File: src/rtl/rs_encoder_param.sv
`default_nettype none
// ============================================================================
// Module   : rs_encoder_param
// Purpose  : Parametrised systematic Reed-Solomon encoder over GF(256).
//            Message bytes pass straight through to the output register.
//            After the last message byte, the R parity bytes held in the LFSR
//            follow, highest-order first. Shortened messages of 1..K bytes
//            are framed by sop/eop. Ready/valid handshakes are used on both
//            sides, and frm_err pulses for one cycle on a framing violation.
// Ports    : clk, rst_n            clock, asynchronous active-low reset
//            i_din_val/sop/eop/din input byte stream and framing
//            o_din_rdy             encoder accepts a byte this cycle
//            o_dout_val/sop/eop    output stream valid and framing
//            o_dout                codeword byte (message then parity)
//            i_dout_rdy            downstream accepts the output byte
//            o_frm_err             one-cycle framing-violation pulse
// Revision : 1.0  initial parametrised release
// ============================================================================
module rs_encoder_param #(
  parameter int         N         = 16,
  parameter int         K         = 8,
  parameter int         FCR       = 0,
  parameter logic [8:0] PRIM_POLY = 9'h11D
) (
  input  logic       clk,
  input  logic       rst_n,
  input  logic       i_din_val,
  input  logic       i_din_sop,
  input  logic       i_din_eop,
  input  logic [7:0] i_din,
  output logic       o_din_rdy,
  output logic       o_dout_val,
  input  logic       i_dout_rdy,
  output logic       o_dout_sop,
  output logic       o_dout_eop,
  output logic [7:0] o_dout,
  output logic       o_frm_err
);

  localparam int         c_R      = N - K;
  localparam logic [7:0] c_K      = 8'(K);
  localparam logic [7:0] c_R_LAST = 8'(c_R - 1);

  localparam logic [1:0] c_IDLE   = 2'd0;
  localparam logic [1:0] c_DATA   = 2'd1;
  localparam logic [1:0] c_PARITY = 2'd2;

  // GF(256) multiply, shift-and-add with reduction by the field polynomial.
  function automatic logic [7:0] gf_mul(input logic [7:0] a, input logic [7:0] b);
    logic [7:0] acc;
    logic [7:0] x;
    acc = 8'h00;
    x   = a;
    for (int i = 0; i < 8; i++) begin
      if (b[i]) acc = acc ^ x;
      x = x[7] ? ({x[6:0], 1'b0} ^ PRIM_POLY[7:0]) : {x[6:0], 1'b0};
    end
    return acc;
  endfunction

  // Generator polynomial prod (x + alpha^(FCR+i)); the monic x^R term is
  // implicit, so only g_0..g_{R-1} are returned (g_i in byte lane i).
  function automatic logic [8*c_R-1:0] gen_poly();
    logic [7:0]       g [0:c_R];
    logic [7:0]       root;
    logic [8*c_R-1:0] res;
    for (int j = 0; j <= c_R; j++) g[j] = 8'h00;
    g[0] = 8'h01;
    root = 8'h01;
    for (int i = 0; i < FCR; i++) root = gf_mul(root, 8'h02);
    for (int i = 0; i < c_R; i++) begin
      for (int j = c_R; j > 0; j--) g[j] = g[j-1] ^ gf_mul(g[j], root);
      g[0] = gf_mul(g[0], root);
      root = gf_mul(root, 8'h02);
    end
    res = '0;
    for (int j = 0; j < c_R; j++) res[8*j +: 8] = g[j];
    return res;
  endfunction

  localparam logic [8*c_R-1:0] c_GEN = gen_poly();

  logic [1:0]       r_state;
  logic [7:0]       r_cnt;
  logic [8*c_R-1:0] r_par;
  logic             r_run;
  logic             r_dout_val;
  logic             r_dout_sop;
  logic             r_dout_eop;
  logic [7:0]       r_dout;
  logic             r_frm_err;

  logic             w_adv;
  logic             w_din_rdy;
  logic             w_in_fire;
  logic [8*c_R-1:0] w_par_base;
  logic [8*c_R-1:0] w_par_feed;
  logic [8*c_R-1:0] w_par_shift;
  logic [7:0]       w_fb;
  logic [7:0]       w_cnt_feed;
  logic             w_hit_k;

  // r_run keeps din_rdy low during and immediately after reset; the ready
  // term never depends on i_din_val.
  assign w_adv     = ~r_dout_val | i_dout_rdy;
  assign w_din_rdy = r_run & (r_state != c_PARITY) & w_adv;
  assign w_in_fire = i_din_val & w_din_rdy;

  // A sop byte always starts from a cleared LFSR (fresh frame or abort).
  assign w_par_base  = i_din_sop ? '0 : r_par;
  assign w_fb        = i_din ^ w_par_base[8*c_R-1 -: 8];
  assign w_par_shift = {r_par[8*c_R-9:0], 8'h00};
  assign w_cnt_feed  = i_din_sop ? 8'd1 : (r_cnt + 8'd1);
  assign w_hit_k     = (w_cnt_feed == c_K);

  assign w_par_feed[7:0] = gf_mul(w_fb, c_GEN[7:0]);
  for (genvar gi = 1; gi < c_R; gi++) begin : g_tap
    assign w_par_feed[8*gi +: 8] = w_par_base[8*(gi-1) +: 8] ^ gf_mul(w_fb, c_GEN[8*gi +: 8]);
  end

  always_ff @(posedge clk or negedge rst_n) begin
    if (!rst_n) begin
      r_state    <= c_IDLE;
      r_cnt      <= 8'd0;
      r_par      <= '0;
      r_run      <= 1'b0;
      r_dout_val <= 1'b0;
      r_dout_sop <= 1'b0;
      r_dout_eop <= 1'b0;
      r_dout     <= 8'h00;
      r_frm_err  <= 1'b0;
    end else begin
      r_run     <= 1'b1;
      r_frm_err <= 1'b0;
      case (r_state)
        c_IDLE, c_DATA: begin
          if (w_in_fire) begin
            if ((r_state == c_IDLE) && !i_din_sop) begin
              // Stray byte outside a frame: drop it.
              r_frm_err  <= 1'b1;
              r_dout_val <= 1'b0;
            end else begin
              r_dout_val <= 1'b1;
              r_dout     <= i_din;
              r_dout_sop <= i_din_sop;
              r_dout_eop <= 1'b0;
              r_par      <= w_par_feed;
              if (i_din_eop || w_hit_k) begin
                r_state <= c_PARITY;
                r_cnt   <= 8'd0;
              end else begin
                r_state <= c_DATA;
                r_cnt   <= w_cnt_feed;
              end
              // Abort of a running frame, or K bytes without eop.
              if (((r_state == c_DATA) && i_din_sop) || (w_hit_k && !i_din_eop))
                r_frm_err <= 1'b1;
            end
          end else if (w_adv) begin
            r_dout_val <= 1'b0;
          end
        end
        c_PARITY: begin
          if (w_adv) begin
            r_dout_val <= 1'b1;
            r_dout     <= r_par[8*c_R-1 -: 8];
            r_dout_sop <= 1'b0;
            r_dout_eop <= (r_cnt == c_R_LAST);
            r_par      <= w_par_shift;
            if (r_cnt == c_R_LAST) begin
              r_state <= c_IDLE;
              r_cnt   <= 8'd0;
            end else begin
              r_cnt <= r_cnt + 8'd1;
            end
          end
        end
        default: r_state <= c_IDLE;
      endcase
    end
  end

  assign o_din_rdy  = w_din_rdy;
  assign o_dout_val = r_dout_val;
  assign o_dout_sop = r_dout_sop;
  assign o_dout_eop = r_dout_eop;
  assign o_dout     = r_dout;
  assign o_frm_err  = r_frm_err;

endmodule
`default_nettype wire

File: config.mk
export PLATFORM = sky130hd
export DESIGN_NAME = rs_encoder_param
export DESIGN_NICKNAME = d
export VERILOG_FILES = /design/src/rtl/rs_encoder_param.sv
export SDC_FILE = /design/constraint.sdc
export NUM_CORES = 1
export LEC_CHECK = 0
export CAP_MARGIN = 40
export CORE_MARGIN = 4
export CORE_UTILIZATION = 65
export CTS_CLUSTER_DIAMETER = 120
export DETAILED_ROUTE_END_ITERATION = 8
export MAX_ROUTING_LAYER = met4
export PLACE_DENSITY_LB_ADDON = 0.1
export SLEW_MARGIN = 30
export SYNTH_ARGS = -nofsm -noshare
export SYNTH_HDL_FRONTEND = slang
export SYNTH_SLANG_ARGS = --single-unit
export TNS_END_PERCENT = 5
File: constraint.sdc
create_clock -name clk -period 3.6 [get_ports clk]
set_input_delay 0.72 -clock clk [delete_from_list [all_inputs] [get_ports clk]]
set_output_delay 0.72 -clock clk [all_outputs]
set_load 0.02 [all_outputs]
# [After elaboration in Yosys (flattened, before gate mapping)]
# Index checks and enable logic that the tools add are counted.
# W data, S select, Z words.
[word_totals] regBits=87
[classes] addsub=1 n_eq_ne=10 muxes=45 bitwise_logic=43 reduce_logical=13
[ops] op="$mux W64" n=4
[ops] op="$xor A8 B8 Y8" n=31
[ops] op="$pmux W64 S2" n=1
[ops] op="$mux W8" n=9
[ops] op="$mux W5" n=7
[ops] op="$pmux W8 S2" n=2
[ops] op="$not A4 Y4" n=7
[ops] op="$mux W1" n=13
[ops] op="$mux W2" n=5
[ops] op="$ne A2 B2 Y1 const B" n=5
[ops] op="$add A8 B1 Y8 const B" n=1
[ops] op="$eq A8 B3 Y1 const B" n=1
[ops] op="$eq A8 B4 Y1 const B" n=1
[ops] op="$reduce_and A4 Y1" n=2
[ops] op="$pmux W1 S2" n=3
[ops] op="$pmux W2 S2" n=1
[ops] op="$and A1 B1 Y1" n=3
[ops] op="$logic_and A1 B1 Y1" n=3
[ops] op="$ne A3 B3 Y1 const B" n=1
[ops] op="$reduce_and A3 Y1" n=1
[ops] op="$eq A2 B1 Y1 const B" n=1
[ops] op="$eq A2 B2 Y1 const B" n=1
[ops] op="$logic_not A1 Y1" n=2
[ops] op="$logic_not A2 Y1" n=1
[ops] op="other kinds (5)" n=6

# [Longest topological paths before layout]
[logic_depth] ltp_word=21 ltp_mapped=10

# [Worst setup path after synthesis]
# Ideal clock, no wire load.
[synth_path] path_kind="input -> register" from="in i_din[7]" to="reg r_par[24]" setup_time_ns=0.104 t_arrival_ns=2.705 required_ns=3.496 setup_slack_ns=0.791 cell_stages=8 n_path_buf=2 path_cell_list="buf_4 > xor2_2 > xnor3_1 > buf_6 > xnor3_2 > xnor3_1 > and3_1 > o41ai_2"
[synth_via] elab_chain_len=12
[synth_rtl] item="start, declared" line="30" text="input logic [7:0] i_din,"
[synth_rtl] item="$xor A8 B8 Y8 (*)" line="111" text="assign w_fb = i_din ^ w_par_base[8*c_R-1 -: 8];"
[synth_rtl] item="$mux W5 (*)" line="56" text="x = x[7] ? ({x[6:0], 1'b0} ^ PRIM_POLY[7:0]) : {x[6:0], 1'b0};"
[synth_rtl] item="$xor A8 B8 Y8 / $not A4 Y4 (equally long branches)"
[synth_rtl] item="$xor A8 B8 Y8 / $mux W5 (equally long branches)" line="55, 56"
[synth_rtl] item="$xor A8 B8 Y8 / $not A4 Y4 (equally long branches)"
[synth_rtl] item="$xor A8 B8 Y8 / $mux W5 (equally long branches)" line="55, 56"
[synth_rtl] item="$xor A8 B8 Y8 / $mux W5 (equally long branches)"
[synth_rtl] item="$xor A8 B8 Y8 (*)" line="55" text="if (b[i]) acc = acc ^ x;"
[synth_rtl] item="$xor A8 B8 Y8 (*)" line="118" text="assign w_par_feed[8*gi +: 8] = w_par_base[8*(gi-1) +: 8] ^ gf_mul(w_fb, c_GEN[8*gi +: 8]);"
[synth_rtl] item="$mux W64 (*)" line="138" text="if ((r_state == c_IDLE) && !i_din_sop) begin"
[synth_rtl] item="$mux W64 (*)" line="137" text="if (w_in_fire) begin"
[synth_rtl] item="$pmux W64 S2 (*)" line="135" text="case (r_state)"
[synth_rtl] item="end signal, assigned" line="147" text="r_par <= w_par_feed;"
[synth_rtl] item="end signal, assigned" line="169" text="r_par <= w_par_shift;"
[synth_rtl] item="end, declared" line="85" text="logic [8*c_R-1:0] r_par;"
# Mark *: on every way between the ends. The rest lies on a longest branch, timed or not. The select of a mux whose other input is x is not followed.
# A chain may end at the register's enable or synchronous reset.

# [Final worst setup path]
[layout_path] from="in i_din_sop" to="reg r_par[62]"
[layout_via] elab_chain_len=15
[layout_rtl] item="start, declared" line="28" text="input logic i_din_sop,"
[layout_rtl] item="$mux W64" line="110" text="assign w_par_base = i_din_sop ? '0 : r_par;"
[layout_rtl] item="$xor A8 B8 Y8" line="111"
[layout_rtl] item="$not A4 Y4 (no source line) / $mux W5 (equally long branches)"
[layout_rtl] item="$mux W5 / $not A4 Y4 (equally long branches)"
[layout_rtl] item="$not A4 Y4 (no source line) / $mux W5 (equally long branches)"
[layout_rtl] item="$mux W5 / $not A4 Y4 (equally long branches)"
[layout_rtl] item="$not A4 Y4 (no source line) / $mux W5 (equally long branches)"
[layout_rtl] item="$mux W5 / $not A4 Y4 (equally long branches)"
[layout_rtl] item="$xor A8 B8 Y8 (tied with other cells)" line="55"
[layout_rtl] item="$xor A8 B8 Y8 / $mux W5 (equally long branches)"
[layout_rtl] item="$xor A8 B8 Y8" line="55"
[layout_rtl] item="$xor A8 B8 Y8" line="118"
[layout_rtl] item="$mux W64" line="138"
[layout_rtl] item="$mux W64" line="137"
[layout_rtl] item="$pmux W64 S2" line="135"
# Parallel ways exist; a longest one is shown, timed or not. The select of a mux whose other input is x is not followed.

==> run metrics <==
area of the multi-input gates 3870 µm²; crit path kind input port to flip-flop; TritonCTS clock tree built; Final Hold Viols 0; Slew @ Worst Pin 822 ps; Worst EP arrival 3440 ps; Routed WL per cell 19.3 µm; critical path startpoint i_din_sop; register area 2180 µm²; Ant. Diodes 0; crit path launch type input port; I/O Buffers 26; Final Util 74.8%; worst-case clock skew 11.7 ps; CTS Hold Buffers Added 0; initial antenna violation count 0; core box area 9330 µm²; Final min period 3170 ps; Overflow after GRT 0; Clock Latency Late Sink 360 ps; post-cts gate resize count 0; layout net count 732; via count 5,396; RSZ-0062 raised after global routing false; sequential element share of the synthesized area 34.7%; HP Class input port to asynchronous set/reset pin; htree depth 3; GP Congestion 0.957; final worst path period share 88.0%; PnR worst setup slack 431 ps; fmax 316 MHz; EDFF count, synth 0; I/O pin count 27; Post-DP HPWL 11,500 µm; GR Util All Layers 31.4%; Yosys cell types 58; asr flop ratio synth 100%; Crit Path Max Fanout 11; Max transition margin 44.9%; Area growth, synth to finish 11.2%; Antenna Violating Nets Remaining 0; vias per std cell 6.34; Initial DRT Pass Iterations 5; post-CTS setup buffer count 0; layout cells sized above 1 12.2%; crit-path cells clkdlybuf4s50_1 > buf_4 > nor2b_1 > xnor2_2 > xnor3_1 > xnor3_1 > xnor2_1 > a211oi_1 > a211oi_1; Post-Synthesis Net Count 708; synthesized netlist cell count 693; DR iter-0 viols 459; Syn Area/Cell 9.05 µm²; full die area 11,300 µm²; DRC viols 0; first-pass GRT wire length 27,100 µm; r2r startpoint r_par[58]; DRT Wirelength 16,400 µm; Clock Tree Buf Depth 2; filler instances 681; Finish-stage setup viols 0; outcome finished clean; largest net degree at the start of global routing 59; number of global-route vias before repair 5,200; Critical-path top delay cell clkdlybuf4s50_1; Yosys warnings 0; root buffer cell clkbuf_8; Placed Area 6770 µm²; post-route cell area 6970 µm²; Post-synth top flop dfrtp_1; Clk pin slew, worst setup/hold paths 90 ps; Sink Count 87; dpl ws 91.8 ps; # rows 35; slowest stage delay, CP 650 ps; pins over their slew limit 0; setup TNS 0 ps; data required time at the worst endpoint 3870 ps; die height 106 µm; cts bufs inserted 9; mapped cell area 6270 µm²; Die X 106 µm; number of synthesized register bits 87; starting density of the core 67.2%; number of max-cap violations 0; type of destination of the critical path flip-flop
==> cells in the mapped netlist (all sizes together), types with 3 or more instances <==
cell / n / share of area [%]
a211oi: 3 / 0.36
a21o: 5 / 0.60
a21oi: 55 / 4.4
a221oi: 3 / 0.42
a22o: 5 / 0.70
a31oi: 11 / 1.1
and3: 31 / 3.1
buf: 14 / 1.6
clkbuf: 36 / 2.2
dfrtp: 87 / 35
inv: 3 / 0.18
mux2i: 3 / 0.48
nand2: 106 / 6.3
nand2b: 4 / 0.40
nand3: 14 / 1.1
nor2: 71 / 4.3
nor2b: 7 / 0.70
nor3: 8 / 0.64
nor3b: 6 / 0.72
nor4: 4 / 0.40
o21a: 3 / 0.36
o21ai: 40 / 3.2
o31ai: 17 / 2.0
o41ai: 26 / 4.2
xnor2: 58 / 9.7
xnor3: 22 / 8.0
xor2: 23 / 3.9
==> final cells by class <==
| class | instances | share of cell area (%) |
|---|---|---|
| clock inverters | 4 | 0.771 |
| multi-input cells | 553 | 55.5 |
| inverters | 3 | 0.161 |
| clock buffers | 12 | 2.22 |
| well taps | 129 | 2.31 |
| repair buffers | 63 | 7.86 |
| flip-flops and latches | 87 | 31.2 |
==> critical path: cells and delay by family <==
| family | cells | cell delay (ps) |
|---|---|---|
| XOR/XNOR | 4 | 1370 |
| AND/OR/NAND/NOR | 1 | 80 |
| AO/OA/AOI/OAI | 2 | 380 |
| buffers and inverters | 2 | 890 |
==> through the flow <==
| stage | std cells | hold slack [ps] |
|---|---|---|
| final | 851 | 278 |
| after global routing | 851 | 289 |
| after CTS | 851 | 273 |
| after detailed placement | 835 | 475 |
| after global placement | 835 | 465 |
| after floorplan | 693 | 424 |
==> cell families after synthesis <==
logic type / synth area share (%)
simple gates: 18.4
compound gates: 19.7
xor+xnor: 22.3
flops: 34.7
buf+inv: 3.95
mux: 0.658
fa+ha+maj: 0.199
other cells: 0.0598
==> path summary, 6_finish.rpt <==
check	endpoint	slack [ps]	cells after the start
worst max-delay path	r_par[62]	430	9
worst min-delay path	r_par[61]	280	1
worst max register to register	r_par[62]	810	8
worst min register to register	r_par[26]	500	2
max in group asynchronous	r_par[5]	2540	2
min in group clk	r_par[26]	500	2
==> flip-flops by register name (all words and copies together) (netlist names) <==
register and flops:
o_dout 8, o_dout_eop 1, o_dout_sop 1, o_dout_val 1, o_frm_err 1, r_cnt 8
r_par 64, r_run 1, r_state 2
==> cell usage in the layout, fill, tap and decap left out, types with 4 or more instances in the layout <==
master and n:
nand2_1 105, dfrtp_1 87, nor2_1 67, a21oi_1 55, xnor2_1 48, o21ai_0 39
buf_4 37, and3_1 31, clkdlybuf4s50_1 25, o41ai_1 21, xnor3_1 18, xor2_1 17
o31ai_1 17, nand3_1 14, a31oi_1 11, clkbuf_8 11, xnor2_2 8, nor3_1 8
nor3b_1 6, xor2_2 6, nor2b_1 6, o41ai_2 5, a21o_1 5, a22o_1 5
nand2b_1 4, nor4_1 4, nor2_2 4, xnor3_2 4
==> per-layer routing <==
metal	global-route usage, %	part of all wire, %	up-vias	routed length [µm]
met5	-	0	-	0
met4	9.81	3.0	0	485
met3	7.59	8.8	38	1440
met2	47.9	46	262	7620
met1	41.8	42	2595	6850
li1	-	-	2501	-
Power is not shown: default switching activity piles up to over one toggle a cycle in this logic, so the estimate is an artifact.
